## src/rtl/ysyx_24080006_csr_seq.sv

```systemverilog
// ysyx_24080006_csr_seq: drives one decoded SYSTEM instruction onto the CSR-file interface.
// Optional CSR_SEQ_WB_BYPASS_EN: return the old CSR value in the ACCESS cycle when writeback is ready.
module ysyx_24080006_csr_seq (
  input  logic        clock,
  input  logic        reset,
  input  logic        in_valid,
  output logic        in_ready,
  input  logic [2:0]  in_op,
  input  logic [11:0] in_csr,
  input  logic [31:0] in_src,
  input  logic        in_src_is_zero,
  input  logic [4:0]  in_rd,
  input  logic [31:0] in_pc,
  output logic        csr_enable,
  output logic [1:0]  csr_op,
  output logic [11:0] csr_name,
  output logic [31:0] csr_wdata,
  output logic [31:0] csr_pc,
  output logic        ecall,
  output logic        mret,
  input  logic [31:0] csr_rdata,
  output logic        wb_valid,
  input  logic        wb_ready,
  output logic [4:0]  wb_rd,
  output logic [31:0] wb_data,
  output logic        redirect_valid,
  output logic [31:0] redirect_pc,
  output logic        err
);

  typedef enum logic [2:0] {
    S_IDLE,
    S_ACCESS,
    S_WB,
    S_TRAP,
    S_VEC,
    S_RET,
    S_REDIRECT
  } state_e;

  localparam logic [2:0]  OP_CSRRW  = 3'd0;
  localparam logic [2:0]  OP_CSRRS  = 3'd1;
  localparam logic [2:0]  OP_CSRRC  = 3'd2;
  localparam logic [2:0]  OP_ECALL  = 3'd3;
  localparam logic [2:0]  OP_MRET   = 3'd4;

  localparam logic [1:0]  CSR_READ  = 2'd0;
  localparam logic [1:0]  CSR_WRITE = 2'd1;
  localparam logic [1:0]  CSR_SET   = 2'd2;
  localparam logic [1:0]  CSR_CLEAR = 2'd3;

  localparam logic [11:0] CSR_MTVEC = 12'h305;
  localparam logic [11:0] CSR_MEPC  = 12'h341;

  state_e      state_q, state_d;
  logic [2:0]  op_q, op_d;
  logic [11:0] csr_q, csr_d;
  logic [31:0] src_q, src_d;
  logic        zero_q, zero_d;
  logic [4:0]  rd_q, rd_d;
  logic [31:0] pc_q, pc_d;
  logic [31:0] wb_data_q, wb_data_d;
  logic [31:0] redirect_pc_q, redirect_pc_d;
  logic        err_q, err_d;

  // NOTE: every signal written here gets a default first, so no path leaves one unassigned and no latch is inferred.
  always_comb begin
    state_d        = state_q;
    op_d           = op_q;
    csr_d          = csr_q;
    src_d          = src_q;
    zero_d         = zero_q;
    rd_d           = rd_q;
    pc_d           = pc_q;
    wb_data_d      = wb_data_q;
    redirect_pc_d  = redirect_pc_q;
    err_d          = 1'b0;

    in_ready       = (state_q == S_IDLE) && !reset;
    csr_enable     = 1'b0;
    csr_op         = CSR_READ;
    csr_name       = 12'h000;
    csr_wdata      = 32'h0;
    csr_pc         = 32'h0;
    ecall          = 1'b0;
    mret           = 1'b0;
    wb_valid       = 1'b0;
    wb_rd          = rd_q;
    wb_data        = wb_data_q;
    redirect_valid = 1'b0;
    redirect_pc    = redirect_pc_q;
    err            = err_q;

    unique case (state_q)
      S_IDLE: begin
        if (in_valid && in_ready) begin
          op_d   = in_op;
          csr_d  = in_csr;
          src_d  = in_src;
          zero_d = in_src_is_zero;
          rd_d   = in_rd;
          pc_d   = in_pc;
          case (in_op)
            OP_CSRRW, OP_CSRRS, OP_CSRRC: state_d = S_ACCESS;
            OP_ECALL:                     state_d = S_TRAP;
            OP_MRET:                      state_d = S_RET;
            default:                      err_d   = 1'b1;
          endcase
        end
      end

      S_ACCESS: begin
        csr_enable = 1'b1;
        csr_name   = csr_q;
        csr_wdata  = src_q;
        // Set/clear with a zero operand degrade to a pure read so no side-effecting write reaches the CSR.
        case (op_q)
          OP_CSRRW: csr_op = CSR_WRITE;
          OP_CSRRS: csr_op = zero_q ? CSR_READ : CSR_SET;
          OP_CSRRC: csr_op = zero_q ? CSR_READ : CSR_CLEAR;
          default:  csr_op = CSR_READ;
        endcase
        wb_data_d = csr_rdata;
        state_d   = S_WB;
`ifdef CSR_SEQ_WB_BYPASS_EN
        wb_valid = 1'b1;
        wb_data  = csr_rdata;
        if (wb_ready) state_d = S_IDLE;
`endif
      end

      S_WB: begin
        wb_valid = 1'b1;
        if (wb_ready) state_d = S_IDLE;
      end

      S_TRAP: begin
        ecall   = 1'b1;
        csr_pc  = pc_q;
        state_d = S_VEC;
      end

      S_VEC: begin
        // mtvec is read after the trap edge; the CSR file reads combinationally without enable.
        csr_name      = CSR_MTVEC;
        redirect_pc_d = csr_rdata;
        state_d       = S_REDIRECT;
      end

      S_RET: begin
        csr_name      = CSR_MEPC;
        mret          = 1'b1;
        redirect_pc_d = csr_rdata;
        state_d       = S_REDIRECT;
      end

      S_REDIRECT: begin
        redirect_valid = 1'b1;
        state_d        = S_IDLE;
      end

      default: state_d = S_IDLE;
    endcase
  end

  // NOTE: state uses non-blocking assignments and an asynchronous reset that abandons any instruction in flight.
  always_ff @(posedge clock or posedge reset) begin
    if (reset) begin
      state_q       <= S_IDLE;
      op_q          <= 3'd0;
      csr_q         <= 12'h000;
      src_q         <= 32'h0;
      zero_q        <= 1'b0;
      rd_q          <= 5'd0;
      pc_q          <= 32'h0;
      wb_data_q     <= 32'h0;
      redirect_pc_q <= 32'h0;
      err_q         <= 1'b0;
    end else begin
      state_q       <= state_d;
      op_q          <= op_d;
      csr_q         <= csr_d;
      src_q         <= src_d;
      zero_q        <= zero_d;
      rd_q          <= rd_d;
      pc_q          <= pc_d;
      wb_data_q     <= wb_data_d;
      redirect_pc_q <= redirect_pc_d;
      err_q         <= err_d;
    end
  end

endmodule

```

## config.mk

```make
export PLATFORM = sky130hd
export DESIGN_NAME = ysyx_24080006_csr_seq
export DESIGN_NICKNAME = d
export VERILOG_FILES = /design/src/rtl/ysyx_24080006_csr_seq.sv
export SDC_FILE = /design/constraint.sdc
export NUM_CORES = 1
export LEC_CHECK = 0
export CAP_MARGIN = 10
export CORE_ASPECT_RATIO = 2
export CORE_MARGIN = 1.5
export CORE_UTILIZATION = 40
export DETAILED_ROUTE_END_ITERATION = 7
export PLACE_DENSITY_LB_ADDON = 0.25
export SYNTH_ARGS = -nofsm -noshare
export SYNTH_HDL_FRONTEND = slang
export SYNTH_SLANG_ARGS = --single-unit
```

## constraint.sdc

```tcl
create_clock -name clock -period 13.65 [get_ports clock]
set_input_delay 1.365 -clock clock [delete_from_list [all_inputs] [get_ports clock]]
set_output_delay 1.365 -clock clock [all_outputs]
set_load 0.01 [all_outputs]
```

# Yosys cells after proc, flatten, opt, wreduce, memory -nomap -nowiden
# Cells that the tools add are included.
# op_classes
eq_ne,15
muxes,19
n_reduce_logical,11
# op_table
cell,n
$mux W32,2
$pmux W12 S3,1
$eq A3 B2 Y1 const B,5
$pmux W3 S5,1
$eq A3 B3 Y1 const B,4
$eq A3 B1 Y1 const B,3
$logic_not A3 Y1,3
$pmux W3 S3,1
$mux W1,8
$mux W2,3
$mux W3,2
$pmux W2 S3,1
$reduce_or A5 Y1,1
$ne A4 B1 Y1 const B,1
$reduce_and A3 Y1,1
$reduce_or A3 Y1,1
$logic_and A1 B1 Y1,2
$ne A2 B1 Y1 const B,1
$ne A2 B2 Y1 const B,1
$reduce_and A2 Y1,1
$reduce_or A2 Y1,1
$logic_not A1 Y1,1
# word_totals
register_bits,153
in_bits,121
elab_cells,55

# Longest topological paths before layout
# Gate-level depths: netlist of the first run.
# depth
word_depth,5
ltp_mapped,6

# Least setup slack after synthesis of the first run
# OpenSTA, ideal clock, no wires.
# synth_timing
kind,input to output
from,in reset
to,out in_ready
arrival_ps,1596
t_required_ps,12285
setup_slack_ps,10689
path_stages,1
path_buffers,0
path_cell_list,nor4_4
# synth_via
elab_chain_cells,2
# synth_lines
item,line,text
start: declaration,5,"input logic reset,"
$logic_not A1 Y1 (no source line),-,
$logic_and A1 B1 Y1,79,in_ready = (state_q == S_IDLE) && !reset;
end: declaration,7,"output logic in_ready,"
# No other way between the ends.

# Final worst setup path of the first run
# layout_timing
from,reg state_q[1]
to,out csr_enable
# layout_via
elab_chain_cells,2
# layout_lines
item,line,text
start: declaration,55,"state_e state_q, state_d;"
start signal: assignment,180,state_q <= state_d;
$eq A3 B1 Y1,94,unique case (state_q)
$mux W1,94,
end: declaration,14,"output logic csr_enable,"
# No other way between the ends.

==> results of run 1 <==
## flip-flops by register name (all words and copies together) (netlist names)
register,count
redirect_pc,32
err,1
zero_q,1
pc_q,32
csr_q,12
state_q,3
wb_rd,5
op_q,3
src_q,32
wb_data,32
## through the flow
stage / utilization [%] / total power (uW) / area [um^2] / setup slack (ns)
2_1_floorplan: - / 1230 / 6510 / 8.16
5_1_grt: 62.8 / 2180 / 9970 / 9.15
3_3_place_gp: 59.2 / 1580 / 9390 / 9.47
6_report: 62.8 / 2060 / 9970 / 9.38
3_5_place_dp: 59.2 / 1620 / 9390 / 9.46
4_1_cts: 62.8 / 2090 / 9970 / 9.33
## routing by layer
metal,track usage (%),vias to the layer above,share of wire (%)
met5,0,-,0
met4,9.88,0,3.6
met3,5.71,32,6.3
met2,37.0,196,55
met1,22.4,2323,35
li1,-,2109,-
## Yosys cell counts (all sizes together)
master	count	share of area (%)
clkbuf	17	0.98
nor4b	1	0.13
buf	17	1.9
nor2	9	0.52
nor2b	2	0.19
nand2	3	0.21
mux2	149	28
nor4	3	0.52
inv	4	0.23
nand3	1	0.077
a31o	1	0.13
a21oi	4	0.31
nor3	1	0.077
xnor2	1	0.13
a22oi	1	0.12
or4b	1	0.15
nand2b	1	0.096
a2111oi	1	0.13
and3	73	7.0
o21ai	2	0.15
dfrtp	153	59
nor3b	1	0.12
## logic make-up (layout without fill, tap and decap cells)
logic type      count (synthesis)  in the layout  share of synthesized area [%]
simple gates                   96             96                           9.11
compound gates                  9              9                          0.845
buf+inv                        38            316                           3.11
flops                         153            153                           58.8
mux                           149            149                           28.0
xor+xnor                        1              1                          0.135
## final timing paths
| check | from | end | cells after the start |
|---|---|---|---|
| setup / recovery | state_q[1]$_DFFE_PP0P_ | csr_enable | 7 |
| hold / removal | src_q[9]$_DFFE_PP0P_ | src_q[9]$_DFFE_PP0P_ | 1 |
| setup reg to reg | state_q[0]$_DFFE_PP0P_ | csr_q[11]$_DFFE_PP0P_ | 5 |
| hold reg to reg | src_q[9]$_DFFE_PP0P_ | src_q[9]$_DFFE_PP0P_ | 1 |
| max in group asynchronous | reset | redirect_pc[22]$_DFFE_PP0N_ | 3 |
| min in group asynchronous | reset | state_q[0]$_DFFE_PP0P_ | 2 |
## report_power, final
group / leakage (uW) / switching, uW / internal (uW)
registers: 0.00183 / 121 / 683
logic: 0.00241 / 298 / 500
clock network: 0.000266 / 185 / 277
total: 0.00451 / 603 / 1460
## cell type report
type	instances	area share, %
timing repair buffer	281	28.0
tap	201	2.52
clock inverter	11	1.24
sequential	153	38.4
inverter	4	0.201
multi-input combinational	255	25.0
clock buffer	20	4.58
==> results.txt, run 1 <==
The logs give 0 for the initial antenna violation count and 1289 for the layout filler cell count. The detailed router finished its first iteration with 126 violations. The tightest min-delay check is of the reg -> reg type. Across all register-to-register paths, the minimum setup slack is 11.02 ns.

The repair_antennas step left the layout with diodes totalling 0. The worst-case IR drop observed on VDD is 0.000116 V. The starting density of the core is 41.1%, and the floorplan die height is 183 um. In this run the number of H-tree levels came out at 4.

The signal on the critical path passes through buf_4 -> nor2_2 -> buf_4 -> nand2_1 -> inv_1 -> buf_4 -> clkdlybuf4s50_1. The run gives 0 as the count of buffers added by post-CTS timing repair for setup. Buffers inserted during clock tree synthesis total 17.

Cell occurring most often along the worst timing path: sky130_fd_sc_hd__buf_4. The overall via count from detail_route is 4660. At the worst endpoint, the arrival time is 2.90 ns. Leaving out fill and tap cells, the most frequent cells in the layout are sky130_fd_sc_hd__clkdlybuf4s50_1 (274), sky130_fd_sc_hd__dfrtp_1 (153), sky130_fd_sc_hd__mux2_2 (110), sky130_fd_sc_hd__and3_1 (73), sky130_fd_sc_hd__mux2_4 (39). Compared with the post-synthesis result, the final layout area differs by 53.0%. The cell count after synthesis came out at 446. The pre-antenna-repair detailed-routing pass consisted of 4 iterations. Together, buffers and inverters on the worst path number 5. After layout, the minimum clock period comes to 4.27 ns. The logs give 0 ns for the sum of negative setup slack and 0 for the warning count from the yosys run. Area inside the core boundary: 15900 um^2.

STA puts the critical path data required time at 12.28 ns. The final critical path takes up 31.3% of the cycle. For this design, the slowest cell found on the critical path is sky130_fd_sc_hd__clkdlybuf4s50_1. Setup repair after global routing left no endpoint under its margin. Input and output buffers added on the ports amount to 274. Remaining number of nets flagged by the antenna check after routing: 0.

The element type at the critical path start is a flop. The global-route wire length before repair is 27.2 mm. The wire-length estimate of the detail-placed layout is 12.4 mm.

The post-route netlist has 26.7% of its cells at a drive strength greater than 1. After detailed placement, the design holds a cell count of 894. A synthesized cell averages 14.6 um^2. On the worst path, the slowest cell contributes a delay of 0.62 ns.

The finished layout holds 925 standard cells, fillers aside. The buffer cell driving the clock tree root is sky130_fd_sc_hd__clkbuf_16. Timing would allow up to 234 MHz. On the final layout, the worst clock skew is 0.00692 ns. For the final hold violation count, the log shows 0. The number of pins exceeding their max-slew limit in the final report is 0. Routability-driven placement finished with a final weighted congestion of 0.759. 275 I/O pins were placed. The logs give 567 for the net count of the mapped netlist and 79 for the pin count of the biggest net entering global routing.

The average wire per cell in the routed design was 18.8 um. In the routed design, unresolved DRC markers number 0. The die covers 17100 um^2. The tightest slew margin relative to the limit was 24.1%; the die outline width was 93.2 um. Leaving out fill and tap cells, the most frequent cell in the layout is sky130_fd_sc_hd__clkdlybuf4s50_1. The type of the setup path with the least slack is reg -> out. The clock reaches the later pin of the worst-skew pair after 0.42 ns. The number of nets in the layout is 833, and the total length of routed wires is 17.4 mm.

The site row count is 65, and the global router's overall resource usage is 20.8%. The detailed-route vias per instance is 5.04, and the hold-fix buffer count after cts is 0. Cell family with the largest share of critical-path delay: buffers and inverters. The tools report the CTS sink count as 153. Summing all flip-flop and latch instances after layout gives 3830 um^2. TritonCTS built the clock tree.

The transition time at the pin with the least slew margin is 1.13 ns, and the number of gates resized after CTS is 0. Counting along the longest clock path gives a buffer depth of 2. The multi-input combinational cells in the finished layout cover a total of 2490 um^2. Clock-pin slew was measured on the worst setup and hold paths at 0.06 ns. The tools report the total congestion overflow after global routing as 0. The endpoint type of the worst setup path was an output port. The run gives 5191 as the via count of the first global-routing pass. For the leakage component of the power, the log shows 0.00451 uW. The tightest hold path in the finished design has a slack of 0.497 ns.

The synthesis-stage register bit count works out to 153. The mapped netlist covers 6510 um^2. Power spread over the standard cell area amounts to 207 nW/um^2. In this run the worst path has a maximum fanout of 47. Sequential cell area fraction in the yosys report: 58.8%. Max-cap violations in this run came to 0. Setup violations remaining at the end of the flow were counted as 0. The run finished with clean final reports.

The count of different cell masters after synthesis is 27.
Power figures use the tool's default switching activity.
==> run 2, diff against run 1 <==
Settings changed: CORE_UTILIZATION 40 to 39.
Clock period 13.65 ns to 3.8 ns, I/O delays scaled along.
==> results.txt, run 2 (same netlist as run 1, synthesis figures left out) <==
The worst IR drop on VDD came out at 0.000361 V (+210%). The tightest slew margin relative to the limit came out at 50.9% (+27 points). The final setup violation count is 0 (unchanged).

The library cell used most frequently in the layout, excluding fill and tap cells, is sky130_fd_sc_hd__clkdlybuf4s50_1. Transition time at the pin with the least slew margin: 0.736 ns (-0.397 ns). Cell type of the slowest stage on the worst timing path: sky130_fd_sc_hd__clkdlybuf4s50_1. The pin count of the biggest net entering global routing was 121 (+53%). The area of the multi-input gates was 2490 um^2 (unchanged).

The path class of the lowest-slack min-delay path was reg -> reg. Leaving out fill and tap cells, the most frequent cells in the layout are sky130_fd_sc_hd__clkdlybuf4s50_1 (274), sky130_fd_sc_hd__dfrtp_1 (153), sky130_fd_sc_hd__mux2_2 (110), sky130_fd_sc_hd__and3_1 (73), sky130_fd_sc_hd__mux2_4 (39). Delay of the slowest critical-path stage: 0.62 ns (about the same). The number of buffers on the longest clock path came out at 2 (unchanged).

The logs give 0 (unchanged) for the count of buffers added by post-CTS timing repair for setup and 16300 um^2 (+2.6%) for the area inside the core boundary. For the global-route wire length before repair, the log shows 27.4 mm (+0.89%). The CTS buffer count was 17 (unchanged).

For the number of design rule violations left after detail routing, the log shows 0 (unchanged). The shortest clock period the worst path allows after layout is 3.16 ns. The clock insertion delay at the later pin of the skew report came out at 0.42 ns (about the same). For the total length of routed wires, the log shows 17.7 mm (+1.9%). The die outline width came out at 94.4 um (+1.2%). Setup repair after global routing left no endpoint under its margin.

The flow ran to the end, and the final reports show no timing, DRC or antenna violations. The global-route met1 utilization was 22.6% (+0.24 points); the share of the cycle needed by the critical path after routing was 83.3%. The logs give 4 (unchanged) for the iteration count of the initial detailed-routing pass and 0 (unchanged) for the hold-fix buffer count after cts. The initial antenna violation count is 0 (unchanged), and the area of the die is 17500 um^2 (+2.5%).

The number of cells on the worst reg-to-reg path is 5 (unchanged), and the global routing usage on met2 is 36.8% (-0.21 points). The site row count was 66 (+1.5%); the layout filler cell count was 1302 (+1.0%). The antenna diode count was 0 (unchanged). The logs give 61.4% (-1.4 points) for the end-of-flow core utilization and 0.796 (+4.8%) for the routability-driven placement congestion ratio.

The via count of the first global-routing pass is 5120 (-1.4%), and the cell count of the worst hold path is 1 (unchanged). The average wire per cell in the routed design is 19.1 um (+1.2%), and the area added between synthesis and finish is 53.5%. The final hold violation count is 0 (unchanged), and the number of pins exceeding their max-slew limit in the final report is 0 (unchanged). The final worst slack is 0.636 ns (-8.75 ns), and the clock-pin slew on the worst setup and hold paths is 0.06 ns (about the same).

For the instance count after placement with tap cells included, the log shows 899 (+0.56%). The starting density of the core came out at 40.0% (-1.0 points). The number of DRC markers in iteration 0 is 143 (+13%), and the largest fanout on the critical path is 41 (-13%). The remaining number of nets flagged by the antenna check after routing is 0 (unchanged), and the floorplan die height is 186 um (+1.3%). The total congestion overflow after global routing is 0 (unchanged), and the sum of negative setup slack is 0 ns (unchanged). STA classifies the critical path endpoint as an output port.

met2 is the most crowded layer. The cell area after layout is 9990 um^2 (+0.28%), and the detailed-route vias per instance is 5.01 (-0.52%). The share of layout cells above drive strength 1 is 27.1% (+0.44 points), and the worst slack after detailed placement is 1.03 ns (-8.43 ns). The arrival time at the worst endpoint was 2.78 ns (-0.12 ns).

The CTS sink count was 153 (unchanged); the quantity of I/O buffers inserted on ports was 274 (unchanged). The tools report the placed wire-length estimate after detailed placement as 12.9 mm (+4.0%). The number of nets in the layout came out at 835 (+0.24%). The cell occurring most often along the worst timing path was sky130_fd_sc_hd__buf_4. The number of maximum-capacitance violations came out at 0 (unchanged).

The global-route met3 utilization is 5.76% (+0.053 points). The cell area power density was 738 nW/um^2 (+260%); the number of gates resized after CTS was 0 (unchanged). The leakage component of the power is 0.00453 uW (+0.40%). The worst setup path is launched from a flop. The overall via count from detail_route was 4666 (+0.13%); the global router's overall resource usage was 20.8% (-0.023 points).

TritonCTS built the clock tree. Combined flip-flop and latch cell area: 3830 um^2 (unchanged). The critical path goes through nor2_2 -> buf_4 -> nand2_1 -> inv_1 -> buf_4 -> clkdlybuf4s50_1. The type of the setup path with the least slack is reg -> out. The maximum clock skew at final layout was 0.00915 ns (+0.00223 ns). The standard cell area after detailed placement came out at 9430 um^2 (+0.45%). The tools report the I/O pin count as 275 (unchanged).

Timing would allow up to 316 MHz. The H-tree depth was 4 (unchanged); the post-route non-filler standard cell count was 931 (+0.65%). Data required time of the critical path: 3.42 ns (-8.86 ns). The tree is rooted in a sky130_fd_sc_hd__clkbuf_16.
-- run 2: routing by layer --
layer	wire [um]	vias up	share of wire (%)
met4	583	0	3.3
met5	0	-	0
met1	6380	2325	36
met2	9590	187	54
li1	-	2117	-
met3	1190	37	6.7
-- run 2: worst paths after layout --
| kind | start | endpoint | slack, ns |
|---|---|---|---|
| hold / removal | src_q[12]$_DFFE_PP0P_ | src_q[12]$_DFFE_PP0P_ | 0.50 |
| max in group asynchronous | reset | pc_q[13]$_DFFE_PP0P_ | 2.67 |
| hold reg to reg | src_q[12]$_DFFE_PP0P_ | src_q[12]$_DFFE_PP0P_ | 0.50 |
| min in group asynchronous | reset | err$_DFF_PP0_ | 0.62 |
| setup / recovery | state_q[2]$_DFFE_PP0P_ | csr_enable | 0.64 |
| setup reg to reg | state_q[0]$_DFFE_PP0P_ | wb_rd[4]$_DFFE_PP0P_ | 1.24 |
-- run 2: stage by stage --
stage | total power [uW] | hold WS (ns)
2_1_floorplan | 4410 | 0.471
3_3_place_gp | 5680 | 0.479
3_5_place_dp | 5830 | 0.487
4_1_cts | 7470 | 0.502
5_1_grt | 7790 | 0.513
6_report | 7370 | 0.500
-- run 2: cell type report --
class                      instances  area share (%)
inverter                           4           0.188
clock inverter                    15            1.40
tap                              204            2.55
clock buffer                      17            4.26
multi-input combinational        255            24.9
sequential                       153            38.3
timing repair buffer             283            28.4
-- run 2: report_power, final --
part           switching [uW]  internal [uW]
sequential                447           2450
clock                     705            912
combinational            1050           1800
-- run 2: critical path, delay by kind of cell, from the launching register on --
| family | cells | cell delay [ns] |
|---|---|---|
| buf+inv | 4 | 1.42 |
| flops | 1 | 0.54 |
| simple gates | 2 | 0.38 |
